### src/rtl/pixel_plot_buffer.sv
// pixel_plot_buffer: pixel FIFO draining into a frame buffer, with a full-screen fill engine.
module pixel_plot_buffer #(
  parameter int DEPTH    = 8,
  parameter int SCREEN_W = 320,
  parameter int SCREEN_H = 240
) (
  input  logic        clock,
  input  logic        reset,
  input  logic [8:0]  plotX,
  input  logic [7:0]  plotY,
  input  logic [2:0]  plotColour,
  input  logic        plotValid,
  output logic        plotReady,
  input  logic        clearRequest,
  input  logic [2:0]  clearColour,
  output logic [16:0] memAddress,
  output logic [2:0]  memData,
  output logic        memWren,
  output logic        busy,
  output logic        clearDone,
  output logic [6:0]  fifoCount
  ,output logic [7:0] dropCount
);
  localparam int AW = (DEPTH > 1) ? $clog2(DEPTH) : 1;
  localparam logic [0:0] IDLE = 1'b0;
  localparam logic [0:0] CLEAR = 1'b1;
  localparam logic [16:0] SW = 17'(SCREEN_W);
  localparam logic [16:0] SH = 17'(SCREEN_H);
  localparam logic [16:0] LAST = 17'(SCREEN_W * SCREEN_H - 1);

  logic [0:0]    state;
  logic [AW-1:0] wrPtr, rdPtr;
  logic [6:0]    count;
  logic [19:0]   fifoMem [DEPTH];
  logic          popValid;
  logic [19:0]   popEntry;
  logic [16:0]   clearAddr;
  logic [2:0]    fillColour;
  logic          push, pop, inRange;
  logic [8:0]    px;
  logic [7:0]    py;
  logic [2:0]    pc;
  logic [16:0]   pixelAddr;

  assign plotReady = reset || (count != 7'(DEPTH));
  assign fifoCount = count;
  assign busy      = state == CLEAR;
  assign push      = plotValid && plotReady && !reset;
  assign pop       = state == IDLE && count != 7'd0;
  assign {px, py, pc} = popEntry;
  assign inRange   = 17'(px) < SW && 17'(py) < SH;
  assign pixelAddr = 17'(py) * SW + 17'(px);

  always_ff @(posedge clock)
    if (push) fifoMem[wrPtr] <= {plotX, plotY, plotColour};

  // A pop staged on the edge that enters CLEAR is written out before the fill advances.
  always_ff @(posedge clock) begin
    if (reset) begin
      state      <= IDLE;
      wrPtr      <= '0;
      rdPtr      <= '0;
      count      <= '0;
      popValid   <= 1'b0;
      popEntry   <= '0;
      clearAddr  <= '0;
      fillColour <= '0;
      memAddress <= '0;
      memData    <= '0;
      memWren    <= 1'b0;
      clearDone  <= 1'b0;
      dropCount  <= '0;
    end else begin
      if (push) wrPtr <= wrPtr + AW'(1);
      if (pop) rdPtr <= rdPtr + AW'(1);
      count    <= count + 7'(push) - 7'(pop);
      popValid <= pop;
      if (pop) popEntry <= fifoMem[rdPtr];
      memWren   <= 1'b0;
      clearDone <= 1'b0;
      if (popValid) begin
        if (inRange) begin
          memWren    <= 1'b1;
          memAddress <= pixelAddr;
          memData    <= pc;
        end else if (dropCount != 8'hff) dropCount <= dropCount + 8'd1;
      end else if (state == CLEAR) begin
        memWren    <= 1'b1;
        memAddress <= clearAddr;
        memData    <= fillColour;
        clearAddr  <= clearAddr + 17'd1;
        if (clearAddr == LAST) begin
          state     <= IDLE;
          clearDone <= 1'b1;
        end
      end
      if (state == IDLE && clearRequest) begin
        state      <= CLEAR;
        fillColour <= clearColour;
        clearAddr  <= '0;
      end
    end
  end
endmodule

### config.mk
export PLATFORM = sky130hd
export DESIGN_NAME = pixel_plot_buffer
export DESIGN_NICKNAME = d
export VERILOG_FILES = /design/src/rtl/pixel_plot_buffer.sv
export SDC_FILE = /design/constraint.sdc
export NUM_CORES = 1
export LEC_CHECK = 0
export BUFFER_PORTS_ARGS = -buffer_cell sky130_fd_sc_hd__buf_2
export CELL_PAD_IN_SITES_DETAIL_PLACEMENT = 1
export CELL_PAD_IN_SITES_GLOBAL_PLACEMENT = 1
export CORE_MARGIN = 1.5
export CORE_UTILIZATION = 35
export CTS_CLUSTER_DIAMETER = 100
export CTS_CLUSTER_SIZE = 16
export DETAILED_ROUTE_END_ITERATION = 8
export PLACE_DENSITY = 0.55
export SYNTH_ARGS = -nofsm -noshare
export SYNTH_HDL_FRONTEND = slang
export SYNTH_SLANG_ARGS = --single-unit
### constraint.sdc
create_clock -name clock -period 4.3 [get_ports clock]
set_input_delay 0.215 -clock clock [delete_from_list [all_inputs] [get_ports clock]]
set_output_delay 0.215 -clock clock [all_outputs]
set_load 0.02 [all_outputs]
Yosys cells after proc, flatten, opt, wreduce, memory -nomap -nowiden --
Memory sizes are Yosys's and may differ from the RTL's. A register that Yosys moved wholly into a read port is not among the register bits. Cells that the tools add are included. W data, S select, Z words.
Storage, ports and cells: input bits 27, latch bits 0, output and inout bits 39, ROM bits 0, memories kept 1, word-level logic and storage cells 61, register bits 65, bits in writable memories 160
Operators by class: multiply operators 1, add/subtract/negate cells 7, order comparisons 2, div/mod/pow operators 0, shifts and indexed selects 0, equal/unequal tests 5, multiplexer cells 16, bitwise logic cells 3, reduce and logical (&&, ||, !) cells 14
Memory list:
- fifoMem | depth 8, bits a word 20, read ports 1, clocked after memory_dff 1, wr ports 1, line 34 | logic [19:0] fifoMem [DEPTH];
Operator list (count):
- $mux W17 | 3
- $add A17 B1 Y17 const B | 1
- $add A17 B9 Y17 | 1
- $eq A17 B17 Y1 const B | 1
- $mul A8 B3 Y11 const B | 1
- $mux W1 | 10
- $lt A9 B9 Y1 const B | 1
- $mux W3 | 3
- $add A8 B1 Y8 const B | 1
- $lt A8 B8 Y1 const B | 1
- $ne A8 B8 Y1 const B | 1
- $add A7 B1 Y7 | 1
- $ne A7 B4 Y1 const B | 1
- $reduce_bool A7 Y1 | 1
- $sub A7 B1 Y7 | 1
- $add A3 B1 Y3 const B | 2
- $logic_and A1 B1 Y1 | 5
- $ne A2 B1 Y1 const B | 2
- $reduce_and A2 Y1 | 2
- $not A1 Y1 | 3
- $reduce_and A3 Y1 | 1
- $reduce_or A3 Y1 | 1
- $reduce_bool A2 Y1 | 1
- $reduce_or A2 Y1 | 1
- 2 further kinds | 2

Logic depth before layout (Yosys ltp) --
Gate-level depths: netlist of the first run.
word-level depth 6, mapped depth 15, gate-level depth less buffers 15

Least setup slack after synthesis of the first run --
OpenSTA, ideal clock, no wires.
kind register to register, start point reg count[4] (netlist: fifoCount[4]), end point mem fifoMem[0][0] (enable), buffers on the path 0, period minus slack after synthesis 3.370 ns, arrival time 2.947 ns, stages on the path, launching flop included 7, data required time 3.878 ns, path slack 0.930 ns, setup time 0.422 ns, cell sequence dfxtp_1 -> inv_1 -> ha_1 -> nor4b_1 -> a31o_2 -> or3_1 -> nor3_1
Between the ends: cells in the longest elaborated chain, start to end 6
Ends and longest elaborated chain:
- start: declaration | line 33 | logic [6:0] count;
- start signal: assignment | line 76 | count <= count + 7'(push) - 7'(pop);
- $ne A7 B4 Y1 | line 45 | assign plotReady = reset || (count != 7'(DEPTH));
- $logic_or A1 B1 Y1 | line 45
- $logic_and A1 B1 Y1 (2 in a row) | line 48 | assign push = plotValid && plotReady && !reset;
- $mux W1 | line 55 | if (push) fifoMem[wrPtr] <= {plotX, plotY, plotColour};
- $mux W1 (not written as such) | line 55
- end: declaration | line 34
No other way between the ends.

Final worst setup path of the first run --
start point reg count[5] (netlist: fifoCount[5]), end point reg count[6] (netlist: fifoCount[6])
Between the ends: cells in the longest elaborated chain, start to end 6, elaborated cells between the ends (all ways) 8, classes of those cells 2 x add/sub; 1 x eq/ne; 5 x reduce/logical
Ends and longest elaborated chain (line):
- $ne A7 B4 Y1 | 45
- $logic_or A1 B1 Y1 | 45
- $logic_and A1 B1 Y1 (2 in a row) | 48
- $add A7 B1 Y7 | 76
- $sub A7 B1 Y7 (*) | 76
Mark *: on every way between the ends. The rest lies on a longest branch, timed or not. A chain may end at the register's enable or synchronous reset.

==> results.md, run 1 <==
- Run status: completed
- Leak Pwr: just over 4 nW
- Max IR drop VDD: 0.226 mV
- RSZ-0062 raised after global routing: no
- Crit path DAT: approximately 3.6 ns
- Startpoint types: flop
- Largest fanout on the critical path: 4
- Num CTS Buffers: 19
- Mapped Cells: 718
- Worst-case clock skew: 0.0115 ns
- Clk Latency, worst-skew pair: roughly 0.50 ns
- Max Root-Sink Buffers: 3
- Setup Crit Path Kind: flop to flop
- Largest net degree at the start of global routing: 70
- Register-to-Register Path Depth: 16
- Setup violations, final: 0
- Via count: between 6000 and 7000
- GR Util All Layers: between 10% and 20%
- TritonCTS clock tree: yes
- IO Count: 66
- Setup TNS: 0 ns
- Yosys cell types: 63
- Number of port buffers: 65
- Seq/Total Area, Yosys: between 60% and 70%
- Drt wl/cell: between 15 and 20 microns
- Ys flop type: edfxtp_1
- Crit. End Element: flop
- Max-slew violations: 0
- Worst hold margin: a little under 0.1 ns
- Post-route minimum period: between 3 and 4 ns
- Setup crit start: fifoCount[5]
- Die H: between 150 and 200 microns
- Mapped Avg Cell Area: roughly 14 sq um
- FF-to-FF Start: fifoCount[5]
- Area delta synth->final: 15.5%
- Initial drt markers: 257
- Global-route wire length before repair: approximately 37000 microns
- Filler cell count: slightly below 3000
- Final-report hold violation count: 0
- Root buf cell: clkbuf_16
- Register bit total from synthesis: ~250
- Post-DP HPWL: 15100 microns
- Layout Nets: a little under 900
- R2r endpoint: fifoCount[6]
- Die footprint: 30500 sq um
- Final ANT Viol Nets: 0
- Fin crit share: approximately three quarters
- Syn Std Cell Area: slightly above 10000 sq um
- Htree depth: 1
- Die extent in x: approximately 170 microns
- HP Class: primary input to flop
- DRC: 0
- Core Box Area: ~29000 sq um
- Flop2flop setup slack: about 1.1 ns
- Sink Count: around 250
- Synth warn: 0
- Final WL: roughly 23000 microns
- Initial core utilization: about 36%
- Worst EP required: roughly 4.7 ns
- Least-Margin Pin Slew: 0.885 ns
- Synth Net Count: 777
- Detailed Routing Iterations Pass 1: 4
- GP Congestion: a little under 0.8
- Rows: 62
- FFs w/ async S/R, synth: 0%
- Antenna violations before repair: 0
- Power per cell area: between 500 and 600 nW/um^2
- Share of cells above drive strength 1: between 20% and 30%
- Vias per inst: slightly above 5
- Post-synth EDFFs: 160
- Clock transition time at the flip-flop clock pins of the worst setup and hold paths: about 0.07 ns
- CP Capture Point: fifoCount[6]
- CTS resizes: 0
- Slew HR: between 40% and 50%
- Fmax: between 300 and 400 MHz
- Max-Cap Viols: 0
- Vias in the first global route: approximately 6400
- Total congestion overflow: 0
-- per-stage QoR --
| stage | utilization, % | cells | cell area, sq um | setup slack [ns] | total power [W] |
|---|---|---|---|---|---|
| final | 41.2 | 1205 | 11900 | 1.11 | 0.00647 |
| after global routing | 41.2 | 1204 | 11900 | 0.867 | 0.00685 |
| after CTS | 41.2 | 1204 | 11900 | 1.08 | 0.00659 |
| after detailed placement | 38.5 | 1146 | 11100 | 1.12 | 0.00490 |
| after global placement | 38.5 | 1146 | 11100 | 1.18 | 0.00485 |
| after floorplan | - | 718 | 10300 | 0.930 | 0.00434 |
-- cells in the mapped netlist (all sizes together), types with 4 or more instances --
cell	n	area, sq um
a211oi	34	265
a21oi	19	98.9
a22oi	5	37.5
and3	7	45.1
buf	19	97.6
clkbuf	17	63.8
dfxtp	85	1700
edfxtp	160	4800
ha	29	363
inv	20	75.1
mux2i	35	350
mux4	40	901
nand2	20	75.1
nand3	16	80.1
nand4	4	25.0
nor2	82	310
nor2b	7	43.8
nor3	16	80.1
o21ai	13	68.8
o21bai	4	30.0
xnor2	22	193
xor2	12	105
-- worst min path at each step --
stage | depth (start not counted) | slack, ns | startpoint | end
2_1_floorplan | 0 | 0.31 | plotColour[0] | fifoMem[0][0]
3_3_place_gp | 2 | 0.44 | memAddress[10] | memAddress[10]
3_5_place_dp | 2 | 0.45 | memAddress[10] | memAddress[10]
4_1_cts | 3 | 0.07 | reset | busy
5_1_grt | 3 | 0.10 | reset | busy
6_report | 3 | 0.1 | reset | busy
-- layer usage --
layer  GRT usage, %  vias to the layer above  routed length [microns]
met5              0                        -                        0
met4           3.17                        0                      412
met3           2.44                       24                      735
met2           26.8                       83                    11400
met1           20.6                     3079                    10700
li1               -                     2899                        -
-- flip-flops by register name, indices dropped and copies added, names as in the netlist --
| register | flops |
|---|---|
| fillColour | 3 |
| fifoMem | 160 |
| fifoCount | 7 |
| memWren | 1 |
| popValid | 1 |
| dropCount | 8 |
| memAddress | 17 |
| clearDone | 1 |
| wrPtr | 3 |
| memData | 3 |
| busy | 1 |
| popEntry | 20 |
| clearAddr | 17 |
| rdPtr | 3 |
-- report_power, final --
| group | internal [W] | switching (W) | total, W | leakage [nW] |
|---|---|---|---|---|
| Sequential | 0.00269 | 0.000233 | 0.00292 | 2.14 |
| Clock | 0.000834 | 0.000802 | 0.00164 | 0.260 |
| Combinational | 0.000901 | 0.00101 | 0.00191 | 1.69 |
-- worst max-delay path, stage by stage (launching register included) --
cell and delay [ns]:
dfxtp_1 0.37, inv_1 0.08, ha_1 0.18, nor4b_1 0.14
buf_4 0.16, a31o_2 0.26, nor2_1 0.13, inv_1 0.06
ha_1 0.28, inv_1 0.04, ha_1 0.20, fa_1 0.42
a21oi_1 0.15, o21bai_1 0.11, a21oi_1 0.17, o21bai_1 0.08
mux2_2 0.27
-- layout make-up --
| type | count | area [sq um] | share of cell area [%] |
|---|---|---|---|
| clock inverter | 3 | 22.5 | 0.189 |
| sequential | 245 | 6510 | 54.7 |
| antenna | 1 | 2.50 | 0.0210 |
| inverter | 20 | 75.1 | 0.631 |
| multi-input combinational | 417 | 3590 | 30.2 |
| timing repair buffer | 105 | 701 | 5.89 |
| clock buffer | 30 | 517 | 4.34 |
| tap | 384 | 480 | 4.04 |
-- cell usage in the layout, fill, tap and decap left out, types with 3 or more instances in the layout --
| master | synthesis | final |
|---|---|---|
| edfxtp_1 | 160 | 160 |
| dfxtp_1 | 85 | 83 |
| nor2_1 | 81 | 75 |
| buf_2 | 12 | 65 |
| mux4_2 | 40 | 40 |
| mux2i_1 | 35 | 35 |
| a211oi_1 | 32 | 32 |
| ha_1 | 29 | 29 |
| dlygate4sd3_1 | 0 | 25 |
| xnor2_1 | 22 | 22 |
| nand2_1 | 20 | 20 |
| inv_1 | 19 | 19 |
| clkbuf_16 | 0 | 19 |
| a21oi_1 | 18 | 18 |
| nand3_1 | 16 | 16 |
| nor3_1 | 16 | 14 |
| buf_4 | 1 | 14 |
| xor2_1 | 12 | 12 |
| o21ai_0 | 11 | 11 |
| clkbuf_1 | 17 | 11 |
| nor2_2 | 1 | 7 |
| nor2b_1 | 7 | 7 |
| and3_1 | 6 | 6 |
| a22oi_1 | 5 | 5 |
| o21bai_1 | 4 | 4 |
| nand4_1 | 4 | 4 |
| or3_1 | 3 | 3 |
| a21o_1 | 3 | 3 |
| mux2_2 | 3 | 3 |
| and2_1 | 3 | 3 |
| nor3b_1 | 3 | 3 |
| a31oi_1 | 3 | 3 |
| o22ai_1 | 3 | 3 |
| fa_1 | 3 | 3 |
-- what timing repair did --
action,CTS,global route
buffers inserted,0,0
hold buffers,25,0
hold endpoints to repair,165,0
-- cell families (layout without fill, tap and decap cells) --
group / Yosys count / in the layout / synth area share, %
compound gates: 97 / 97 / 6.80
mux: 78 / 78 / 12.5
flops: 245 / 245 / 63.1
simple gates: 176 / 176 / 8.31
buf+inv: 56 / 158 / 2.29
fa+ha+maj: 32 / 32 / 4.10
other cells: 0 / 1 / 0
xor+xnor: 34 / 34 / 2.89
Note: power is estimated with default switching activity, not from simulation.
==> run 2, diff against run 1 <==
==> constraint.sdc (replaced) <==
create_clock -name clock -period 2.95 [get_ports clock]
set_input_delay 0.1475 -clock clock [delete_from_list [all_inputs] [get_ports clock]]
set_output_delay 0.1475 -clock clock [all_outputs]
set_load 0.02 [all_outputs]
==> run 2 against run 1 <==
Compared with the run above:
- clock power is 55% higher
- final cell count is 1.1% higher
- global-route usage is 0.38 points higher
- count of clock-buffer cells in the layout is 3 lower
- setup slack worse by 0.95 ns
- critical path depth is 1 lower
- worst hold slack better by 0.074 ns
- die area stayed put
- sequential share of layout area is 0.87 points lower
- first-iteration DRC count is 2.7% higher
- final area is 1.6% higher
- sequential power is 41% higher
- critical path type unchanged
- highest routed layer unchanged
==> results.md, run 2 (synthesis results as in run 1) <==
- GR Util All Layers: 15.9% (was 15.5%)
- Flop2flop setup slack: 0.16 ns (was 1.11 ns)
- Die footprint: 30500 sq um (unchanged)
- Most common cell after layout, fill and taps aside: edfxtp_1 (unchanged)
- Largest net degree at the start of global routing: 69 (was 70)
- Worst-case clock skew: 0.0146 ns (was 0.0115 ns)
- Clock transition time at the flip-flop clock pins of the worst setup and hold paths: 0.07 ns (about the same)
- Num CTS Buffers: 19 (unchanged)
- GP Congestion: 0.751 (was 0.779)
- Clk Latency, worst-skew pair: 0.50 ns (about the same)
- Hold Path Cell Cnt: 4 (was 3)
- Initial core utilization: 35.7% (unchanged)
- RSZ-0062 raised after global routing: no (unchanged)
- Setup crit start: fifoCount[4] (was fifoCount[5])
- Leak Pwr: 4.20 nW (was 4.10 nW)
- Global-route wire length before repair: 37800 microns (was 36900 microns)
- Vias per inst: 5.04 (was 5.05)
- Initial drt markers: 264 (was 257)
- Final WL: 23600 microns (was 23200 microns)
- Least-Margin Pin Slew: 0.730 ns (was 0.885 ns)
- Total congestion overflow: 0 (unchanged)
- N_diodes: 0 (was 1)
- Largest register by flop count: fifoMem (unchanged)
- Top delay family on crit path: adder cells (unchanged)
- Run status: completed (unchanged)
- Max reg flops: 160 (unchanged)
- Via count: 6139 (was 6085)
- Share of cells above drive strength 1: 23.6% (was 20.9%)
- Largest regs: fifoMem: 160 flops, popEntry: 20 flops (unchanged)
- Power per cell area: 808 nW/um^2 (was 543 nW/um^2)
- Setup Crit Path Kind: flop to flop (unchanged)
- TritonCTS clock tree: yes (unchanged)
- Fin crit share: 94.7% (was 74.3%)
- Antenna violations before repair: 0 (unchanged)
- Final-report hold violation count: 0 (unchanged)
- Detailed Routing Iterations Pass 1: 6 (was 4)
- Drt wl/cell: 19.4 microns (was 19.3 microns)
- Fmax: 358 MHz (was 313 MHz)
- Max Root-Sink Buffers: 3 (unchanged)
- Die extent in x: 175 microns (unchanged)
- IO Count: 66 (unchanged)
- HP Class: primary input to flop (unchanged)
- CP Capture Point: fifoCount[6] (unchanged)
- Cell breakdown of the critical path: inv_1, ha_1, nor4b_2, a31o_2, nor2_2, inv_1, ha_1, inv_2, ha_4, fa_2, a21oi_2, o21bai_2, a21oi_2, o21bai_1, mux2_2 (was inv_1, ha_1, nor4b_1, buf_4, a31o_2, nor2_1, inv_1, ha_1, inv_1, ha_1, fa_1, a21oi_1, o21bai_1, a21oi_1, o21bai_1, mux2_2)
- Max-slew violations: 0 (unchanged)
- Die H: 175 microns (unchanged)
- Vias in the first global route: 6672 (was 6386)
- Layout Nets: 883 (was 867)
- FF-to-FF Start: fifoCount[4] (was fifoCount[5])
- DRC: 0 (unchanged)
- Post-DP HPWL: 15300 microns (was 15100 microns)
- Max-Cap Viols: 0 (unchanged)
- Final ANT Viol Nets: 0 (unchanged)
- Max IR drop VDD: 0.620 mV (was 0.226 mV)
- Startpoint types: flop (unchanged)
- Slowest CP cell: fa_2 (was fa_1)
- Slew HR: 51.4% (was 40.9%)
- Crit. End Element: flop (unchanged)
- Rows: 62 (unchanged)
- Htree depth: 1 (unchanged)
- Worst hold margin: 0.174 ns (was 0.0994 ns)
- Setup TNS: 0 ns (unchanged)
- R2r endpoint: fifoCount[6] (unchanged)
- Register-to-Register Path Depth: 15 (was 16)
- WP depth: 15 (was 16)
- Buf/Inv on CP: 3 (was 4)
- Crit path DAT: 3.18 ns (was 3.59 ns)
- Post-route minimum period: 2.79 ns (was 3.19 ns)
- Largest fanout on the critical path: 2 (was 4)
- CP peak stage delay: 0.38 ns (was 0.42 ns)
- Number of port buffers: 65 (unchanged)
- Setup violations, final: 0 (unchanged)
- Sink Count: 245 (unchanged)
- Worst EP required: 3.34 ns (was 4.69 ns)
- Area delta synth->final: 17.4% (was 15.5%)
- Core Box Area: 28900 sq um (unchanged)
- Most frequent cells in the layout: edfxtp_1, dfxtp_1, nor2_1 (unchanged)
- Root buf cell: clkbuf_16 (unchanged)
-- run 2: area by class of cell --
| cell class | count | area (sq um) |
|---|---|---|
| Inverter | 20 | 75.1 |
| Timing Repair Buffer | 121 | 821 |
| Tap cell | 384 | 480 |
| Sequential cell | 245 | 6510 |
| Clock inverter | 4 | 73.8 |
| Fill cell | 2977 | 16800 |
| Clock buffer | 27 | 505 |
| Multi-Input combinational cell | 417 | 3630 |
-- run 2: stage by stage --
step	utilization [%]	power (W)	setup WS, ns	instances	area [sq um]
global route	41.9	0.0104	0.0301	1218	12100
detailed placement	38.9	0.00723	-0.00825	1159	11200
floorplan	-	0.00634	0.0422	718	10300
finish	41.9	0.00977	0.155	1218	12100
global placement	38.9	0.00717	0.0209	1159	11200
CTS	41.7	0.00984	0.0203	1215	12000
-- run 2: power breakdown --
part / leakage (nW) / total (W) / switching [W] / internal, W
Clock: 0.280 / 0.00255 / 0.00117 / 0.00137
Sequential: 2.14 / 0.00413 / 0.000209 / 0.00392
Combinational: 1.78 / 0.00310 / 0.00167 / 0.00142
Total: 4.20 / 0.00977 / 0.00305 / 0.00671
-- run 2: worst min path at each step --
stage / slack (ns) / end / startpoint
2_1_floorplan: 0.25 / fifoMem[0][0] / plotColour[0]
3_3_place_gp: 0.40 / busy / clearRequest
3_5_place_dp: 0.40 / busy / clearRequest
4_1_cts: 0.15 / busy / reset
5_1_grt: 0.17 / busy / reset
6_report: 0.17 / busy / reset
-- run 2: timing repair --
item / 4_1_cts / 5_1_grt
pin swaps: 0 / 7
gates resized for setup: 1 / 7
setup endpoints to repair: 1 / 2
buffers inserted: 0 / 3
hold endpoints to repair: 166 / 0
hold buffers: 25 / 0
-- run 2: routing by layer --
metal | global-route usage [%] | vias up | wire length, microns
met3 | 2.33 | 24 | 740
li1 | - | 2914 | -
met5 | 0 | - | 0
met1 | 20.7 | 3111 | 10700
met4 | 3.24 | 0 | 415
met2 | 28.1 | 90 | 11700
-- run 2: worst reg2reg max path, stage by stage (launching register included) --
cell,delay (ns)
dfxtp_2,0.33
inv_1,0.05
ha_1,0.19
nor4b_2,0.16
a31o_2,0.22
nor2_2,0.12
inv_1,0.05
ha_1,0.28
inv_2,0.05
ha_4,0.16
fa_2,0.38
a21oi_2,0.16
o21bai_2,0.10
a21oi_2,0.12
o21bai_1,0.07
mux2_2,0.27
